===== config.mk =====
export PLATFORM = sky130hd
export DESIGN_NAME = axi_resp_packer
export DESIGN_NICKNAME = d
export VERILOG_FILES = /design/src/rtl/axi_resp_packer_pkg.sv /design/src/rtl/axi_resp_packer_resp_fifo.sv /design/src/rtl/axi_resp_packer.sv
export SDC_FILE = /design/constraint.sdc
export NUM_CORES = 2
export LEC_CHECK = 0
export BUFFER_PORTS_ARGS = -buffer_cell sky130_fd_sc_hd__buf_4
export CAP_MARGIN = 10
export CORE_AREA = 3 3 283 313
export DETAILED_ROUTE_END_ITERATION = 6
export DIE_AREA = 0 0 286 316
export GPL_TIMING_DRIVEN = 0
export PLACE_DENSITY = 0.89
export SETUP_SLACK_MARGIN = 0.5
export SLEW_MARGIN = 20
export SYNTH_ARGS = -nofsm -noshare
export SYNTH_HDL_FRONTEND = slang
export SYNTH_SLANG_ARGS = --single-unit

===== constraint.sdc =====
create_clock -name clk -period 2.8 [get_ports clk]
set_input_delay 0.42 -clock clk [delete_from_list [all_inputs] [get_ports clk]]
set_output_delay 0.42 -clock clk [all_outputs]
set_load 0.01 [all_outputs]

===== src/rtl/axi_resp_packer_pkg.sv =====
// ----------------------------------------------------------------------------
// axi_resp_packer_pkg
//   Shared widths, FIFO depths and AXI return-channel payload types for the
//   memory-controller-to-AXI response packer.
//   axi_r_chan_t : {data, user, id, last}  (70 bits)
//   axi_b_chan_t : {user, id}              (5 bits)
// ----------------------------------------------------------------------------
package axi_resp_packer_pkg;

    localparam int MEM_DATAWIDTH = 64;
    localparam int MEM_IDWIDTH   = 4;
    localparam int MEM_USERWIDTH = 1;
    localparam int BURST_LENGTH  = 8;

    // Return-path buffering
    localparam int RESPFIFODEPTH = 16;
    localparam int ACKFIFODEPTH  = 4;

    typedef struct packed {
        logic [MEM_DATAWIDTH-1:0] data;
        logic [MEM_USERWIDTH-1:0] user;
        logic [MEM_IDWIDTH-1:0]   id;
        logic                     last;
    } axi_r_chan_t;

    typedef struct packed {
        logic [MEM_USERWIDTH-1:0] user;
        logic [MEM_IDWIDTH-1:0]   id;
    } axi_b_chan_t;

endpackage


===== src/rtl/axi_resp_packer_resp_fifo.sv =====
// ----------------------------------------------------------------------------
// resp_fifo
//   Synchronous FIFO with a registered head entry. The head is read straight
//   out of the storage flops, so a push in cycle N is visible at the output in
//   cycle N+1 at the earliest; there is no write-to-read bypass.
//
//   Ports
//     clk, rst_n   clock, asynchronous active-low reset
//     push         write push_data this cycle (ignored while full)
//     push_data    entry to store
//     full         no free slot; a pop while full frees a slot next cycle
//     pop          remove the head this cycle (ignored while empty)
//     head         oldest entry (zero after reset)
//     empty        no entry stored
//
//   Pointers are log2(DEPTH)+1 bits and wrap naturally; the extra MSB
//   distinguishes full (MSBs differ, index bits equal) from empty (equal).
// ----------------------------------------------------------------------------
module resp_fifo #(
    parameter type T     = logic [7:0],
    parameter int  DEPTH = 4
) (
    input  logic clk,
    input  logic rst_n,
    input  logic push,
    input  T     push_data,
    output logic full,
    input  logic pop,
    output T     head,
    output logic empty
);

    localparam int AW = $clog2(DEPTH);

    logic [AW:0] wr_ptr;
    logic [AW:0] rd_ptr;
    T            mem [DEPTH];

    logic do_push;
    logic do_pop;

    assign full  = (wr_ptr[AW] != rd_ptr[AW]) && (wr_ptr[AW-1:0] == rd_ptr[AW-1:0]);
    assign empty = (wr_ptr == rd_ptr);

    // full/empty come only from the pointers, so the space seen by the writer
    // never depends on the reader's same-cycle pop.
    assign do_push = push && !full;
    assign do_pop  = pop && !empty;

    assign head = mem[rd_ptr[AW-1:0]];

    always_ff @(posedge clk or negedge rst_n) begin
        if (!rst_n) begin
            wr_ptr <= '0;
            rd_ptr <= '0;
            for (int i = 0; i < DEPTH; i++) begin
                mem[i] <= '0;
            end
        end else begin
            if (do_push) begin
                mem[wr_ptr[AW-1:0]] <= push_data;
                wr_ptr              <= wr_ptr + (AW+1)'(1);
            end
            if (do_pop) begin
                rd_ptr <= rd_ptr + (AW+1)'(1);
            end
        end
    end

endmodule


===== src/rtl/axi_resp_packer.sv =====
// ----------------------------------------------------------------------------
// axi_resp_packer
//   Return-path bridge from the memory-controller response side to the AXI
//   R and B channels. Read beats and write acks are buffered in independent
//   FIFOs. R.last is regenerated from a per-burst beat counter; a disagreement
//   between the MC-side last marker and the counter sets a sticky error.
//
//   Handshake: every channel transfers on a cycle where valid && ready are
//   both high. Once valid is raised it stays high and its payload stays
//   unchanged until the transfer happens.
//
//   Ports
//     clk, rst_n                      clock, asynchronous active-low reset
//     mc_r_valid/data/id/user/last    MC read beat
//     mc_r_ready                      read FIFO has space
//     mc_b_valid/id/user              MC write ack
//     mc_b_ready                      ack FIFO has space
//     axi_r, axi_r_valid, axi_r_ready AXI R channel {data,user,id,last}
//     axi_b, axi_b_valid, axi_b_ready AXI B channel {user,id}
//     err_last                        sticky MC-last vs beat-counter mismatch
// ----------------------------------------------------------------------------
module axi_resp_packer
    import axi_resp_packer_pkg::*;
#(
    parameter int RFIFO_DEPTH = RESPFIFODEPTH,
    parameter int BFIFO_DEPTH = ACKFIFODEPTH,
    parameter int BEATS       = BURST_LENGTH
) (
    input  logic                     clk,
    input  logic                     rst_n,

    input  logic                     mc_r_valid,
    input  logic [MEM_DATAWIDTH-1:0] mc_r_data,
    input  logic [MEM_IDWIDTH-1:0]   mc_r_id,
    input  logic [MEM_USERWIDTH-1:0] mc_r_user,
    input  logic                     mc_r_last,
    output logic                     mc_r_ready,

    input  logic                     mc_b_valid,
    input  logic [MEM_IDWIDTH-1:0]   mc_b_id,
    input  logic [MEM_USERWIDTH-1:0] mc_b_user,
    output logic                     mc_b_ready,

    output axi_r_chan_t              axi_r,
    output logic                     axi_r_valid,
    input  logic                     axi_r_ready,

    output axi_b_chan_t              axi_b,
    output logic                     axi_b_valid,
    input  logic                     axi_b_ready,

    output logic                     err_last
);

    localparam int CW = (BEATS > 1) ? $clog2(BEATS) : 1;

    // ------------------------------------------------------------------
    // Read path
    // ------------------------------------------------------------------
    logic          rfifo_full;
    logic          rfifo_empty;
    logic          r_push;
    logic          r_pop;
    logic [CW-1:0] beat_cnt;
    logic          beat_last;
    axi_r_chan_t   r_entry;

    assign mc_r_ready = !rfifo_full;
    assign r_push     = mc_r_valid && mc_r_ready;
    assign r_pop      = axi_r_valid && axi_r_ready;
    assign axi_r_valid = !rfifo_empty;

    // The stored last comes only from the counter; mc_r_last is used solely
    // as a cross-check so a misbehaving MC cannot corrupt burst framing.
    assign beat_last = (beat_cnt == CW'(BEATS - 1));

    always_comb begin
        r_entry      = '0;
        r_entry.data = mc_r_data;
        r_entry.user = mc_r_user;
        r_entry.id   = mc_r_id;
        r_entry.last = beat_last;
    end

    always_ff @(posedge clk or negedge rst_n) begin
        if (!rst_n) begin
            beat_cnt <= '0;
            err_last <= 1'b0;
        end else if (r_push) begin
            beat_cnt <= beat_last ? '0 : beat_cnt + CW'(1);
            if (mc_r_last != beat_last) begin
                err_last <= 1'b1;
            end
        end
    end

    resp_fifo #(
        .T     (axi_r_chan_t),
        .DEPTH (RFIFO_DEPTH)
    ) u_rfifo (
        .clk       (clk),
        .rst_n     (rst_n),
        .push      (r_push),
        .push_data (r_entry),
        .full      (rfifo_full),
        .pop       (r_pop),
        .head      (axi_r),
        .empty     (rfifo_empty)
    );

    // ------------------------------------------------------------------
    // Write-ack path (no shared state with the read path)
    // ------------------------------------------------------------------
    logic        bfifo_full;
    logic        bfifo_empty;
    logic        b_push;
    logic        b_pop;
    axi_b_chan_t b_entry;

    assign mc_b_ready  = !bfifo_full;
    assign b_push      = mc_b_valid && mc_b_ready;
    assign b_pop       = axi_b_valid && axi_b_ready;
    assign axi_b_valid = !bfifo_empty;

    always_comb begin
        b_entry      = '0;
        b_entry.user = mc_b_user;
        b_entry.id   = mc_b_id;
    end

    resp_fifo #(
        .T     (axi_b_chan_t),
        .DEPTH (BFIFO_DEPTH)
    ) u_bfifo (
        .clk       (clk),
        .rst_n     (rst_n),
        .push      (b_push),
        .push_data (b_entry),
        .full      (bfifo_full),
        .pop       (b_pop),
        .head      (axi_b),
        .empty     (bfifo_empty)
    );

endmodule


# After elaboration in Yosys (flattened, before gate mapping)
# Index checks and enable logic that the tools add are counted.
# op_classes
n_addsub,5
order_cmp,6
n_eq_ne,8
muxes,13
bitwise,4
reduce_logical,17
# ops
cell,n
bitwise mux 1120 bit,1
binary-select mux 70 bit (select 4 bit),1
demux 70 bit (select 4 bit),1
two-way mux 70 bit,3
bitwise mux 20 bit,1
two-way mux 5 bit,3
logical AND 1 bit,12
adder 5 x 1 -> 5 bit (second input constant),2
binary-select mux 5 bit (select 2 bit),1
demux 5 bit (select 2 bit),1
greater-or-equal comparator 5 bit (second input constant),2
NOT 4 -> 5 bit,2
adder 3 x 1 -> 3 bit (second input constant),3
greater-or-equal comparator 3 bit (second input constant),2
NOT 2 -> 3 bit,2
equality test 5 bit,1
< comparator 5 x 1 -> 1 bit (second input constant),1
equality test 4 bit,1
logical NOT 1 bit,4
equality test 3 bit,1
equality test 3 bit (second input constant),1
< comparator 3 x 1 -> 1 bit (second input constant),1
two-way mux 3 bit,1
!= test 1 bit,3
other kinds (2),2
# word_totals
ff_bits,1160
in_bits,81
word_cells,131

# Depth between registers and ports, before layout
# depth
word_depth,6
depth_mapped,8
ltp_nobuf,6

# Hierarchy
# A second synthesis with hierarchy kept.
# unflattened
cells_unflattened,3526
area_unflattened_um2,53176.0
# modules_own_cells
mod,instances,cells_per_inst,area_each_um2
resp_fifo (u_rfifo),1,3412,51545.7
resp_fifo (u_bfifo),1,93,1388.8
axi_resp_packer,1,21,241.5

# Least setup slack after synthesis
# No wires, ideal clock.
# synth_path
kind,register to output
from,register u_rfifo.rd_ptr[0]
to,output port axi_r[10] (netlist bit)
t_arrival_ns,1.857
slack_ns,0.523
path_stages_with_launch,6
n_path_buf,2
cell_sequence,dfrtp_1 -> buf_2 -> buf_1 -> mux4_2 -> o211ai_1 -> nand2_1
# synth_lines
element,line,text
start: declaration,axi_resp_packer_resp_fifo.sv:36,logic [AW:0] rd_ptr;
start signal: assignment,axi_resp_packer_resp_fifo.sv:65,rd_ptr <= rd_ptr + (AW+1)'(1);
end: declaration,axi_resp_packer.sv:44,"output axi_r_chan_t axi_r,"

==> metrics.csv <==
metric,value,unit
max_cap viols,0,
CTS root buf,clkbuf_16,
Worst setup SP type,register,
main combinational cell family by area after synthesis,multiplexers,
H-tree depth,3,
Worst Skew,0.0423,ns
Tmin final,3.43,ns
post-layout util,73.7,%
vias in the first global route,37300,
failing checks,"hold timing, setup timing",
Hold Fails Final Rpt,92,
clock-pin slew of the registers on the worst-case setup and hold paths,0.07,ns
Min-Delay Path Class,primary input to async pin,
Max VDD drop,990,µV
total track usage,33.3,%
fin nets,3979,
CP Max Fanout,11,
"Data arrival, critical path",3.01,ns
Mapped Area,0.0529,mm²
Fin Hold WS,-0.358,ns
Ys Warns,0,
largest net degree at the start of global routing,156,
FP Rows,113,
Yosys cell types,37,
gpl congestion,0.886,
die area,0.0904,mm²
Starting Density,61.5,%
Die Ht,316,µm
WL/cell,33.0,µm
sequential area share after synthesis,54.9,%
Syn Nets,3604,
Num CTS Buffers,113,
CTS sink count,1160,
final worst path period share,122,%
Required @ worst endpoint,2.38,ns
Core ar.,0.0860,mm²
layout cells sized above 1,50.8,%
synthesis-stage register bit count,1160,
Pre-antenna DRT Iters,6,
Fmax,0.292,GHz
leakage,27.9,nW
Post-DRT Antenna Nets,0,
Final WS setup,-0.630,ns
synth top area cells,"dfrtp_1, mux2_2, mux4_2, mux2i_1, buf_6",
hold buffers post-CTS,40,
# IOs,161,
initial antenna violation count,10,
CTS Buffer Depth,3,
outcome,"finished, violations left",
post-synthesis adder-cell area fraction,0.284,%
CTS tree,done,
vias,36100,
Congestion Overflow GR,0,
ys flop type,dfrtp_1,
compound-cell area share of the yosys netlist,4.30,%
"top cells by count, synth","dfrtp_1, mux2_2, mux2i_1",
Routed Wire Length,170,mm
TNS Setup,-205.08,ns
PD cells,1360,mW/mm²
top-count cell post-synth,dfrtp_1,
Post-Syn Instances,3511,
first-pass GRT wire length,227,mm
die width,286,µm
CP Capture Type,output pin,
RSZ-0062 raised after global routing,true,
ys async rst share,100,%
Tot Pwr,0.0860,W
Vias/cell,7.04,
mean post-synth cell area,15.1,µm²
largest area contributor in the netlist,dfrtp_1,
# port buffers,160,
number of flops mapped to enable cells by yosys,0,
synthesis-to-finish area growth,19.7,%
mux contribution to synthesized area,35.9,%
Simple-Gate Fraction of Synth Area,0.930,%
DP HPWL,88.8,mm
CP Class,register to output pin,
Max Slew Vio Count,0,
Fillers,4602,
initial detailed-routing violation count,4048,
DRC,0,
XOR/XNOR Fraction of Synth Area,0.348,%
Clock Latency Late Sink,0.74,ns
# setup viols final,961,
Slew HR,27.7,%
Worst Max-Slew Pin Slew,1.08,ns
Synth top area share,54.9,%
## per-stage QoR
| step | area (µm²) | std cells | setup WS, ns |
|---|---|---|---|
| final | 63300 | 5135 | -0.630 |
| after global routing | 63300 | 5131 | -0.608 |
| after CTS | 61700 | 5091 | -0.382 |
| after detailed placement | 55800 | 4829 | -1.32 |
| after global placement | 55500 | 4821 | -12.20 |
| after floorplan | 52900 | 3511 | 0.523 |
## path summary, 6_finish.rpt
check / start / to / slack (ns) / cells past startpoint
min in group clk: mc_r_data[28] / u_rfifo.mem[34] / 0.01 / 2
worst min register to register: u_bfifo.wr_ptr[2] / u_bfifo.wr_ptr[2] / 0.48 / 1
worst max-delay path: u_rfifo.rd_ptr[2] / axi_r[5] / -0.63 / 7
worst min-delay path: rst_n / u_rfifo.mem[1037] / -0.36 / 1
worst max register to register: u_rfifo.rd_ptr[0] / u_rfifo.mem[977] / -0.37 / 10
max in group asynchronous: rst_n / u_rfifo.mem[930] / 0.73 / 4
## power by group
group,internal [W],leakage (nW),switching (W)
sequential,0.0249,14.3,0.00560
clock,0.00890,1.84,0.00696
combinational,0.0201,11.7,0.0196
## logic make-up after synthesis
kind of cell    after synthesis
xor+xnor                     21
buf+inv                     326
mux                        1571
fa+ha+maj                    12
simple gates                115
flops                      1160
compound gates              306
## critical path, cell delays in order, from the launching register on
cell and delay (ns):
dfrtp_1 0.44, buf_12 0.21, clkbuf_16 0.24, clkbuf_16 0.22
mux4_2 0.31, o211ai_1 0.52, nand2_1 0.15, buf_4 0.17
## registers in the layout, indices dropped and copies added (netlist names)
signal,flops
beat_cnt,3
err_last,1
u_bfifo.mem,20
u_bfifo.rd_ptr,3
u_bfifo.wr_ptr,3
u_rfifo.mem,1120
u_rfifo.rd_ptr,5
u_rfifo.wr_ptr,5
## layout make-up
class / instances / area, µm² / area share [%]
multi-input combinational: 2025 / 23000 / 36.4
tap: 1150 / 1440 / 2.27
sequential: 1160 / 29000 / 45.8
clock inverter: 35 / 390 / 0.616
timing repair buffer: 260 / 2760 / 4.35
buffer: 320 / 3240 / 5.12
inverter: 6 / 22.5 / 0.0356
clock buffer: 173 / 3390 / 5.35
antenna: 6 / 15.0 / 0.0237
## layout by cell type, fill, tap and decap left out, types with 26 or more instances in the layout
cell           instances
a221oi_2              44
a22oi_1               59
buf_12                65
buf_2                 42
buf_4                165
buf_6                 87
clkbuf_1             113
clkbuf_16            136
clkbuf_8              37
dfrtp_1             1159
dlygate4sd3_1         40
mux2_1                47
mux2_2              1053
mux2_4                46
mux2i_1              244
mux2i_2               26
mux4_2               145
nand2_1               72
o211ai_1              72
o21ai_1               46
## metal layers
layer / vias to the layer above / GRT usage [%] / routed length [µm]
met1: 18700 / 40.0 / 57200
met5: - / 0.585 / 122
met4: 10 / 22.0 / 14400
met2: 2672 / 53.4 / 80200
li1: 13800 / - / -
met3: 990 / 8.73 / 17700
## repair_timing
item / in CTS / in global routing
setup buffers: 7 / 27
pin swaps: 50 / 84
setup endpoints to repair: 1209 / 1337
hold endpoints to repair: 239 / 92
gates resized for setup: 465 / 325
cloned: 7 / 11
No activity file was read; power rests on OpenSTA's default activity.
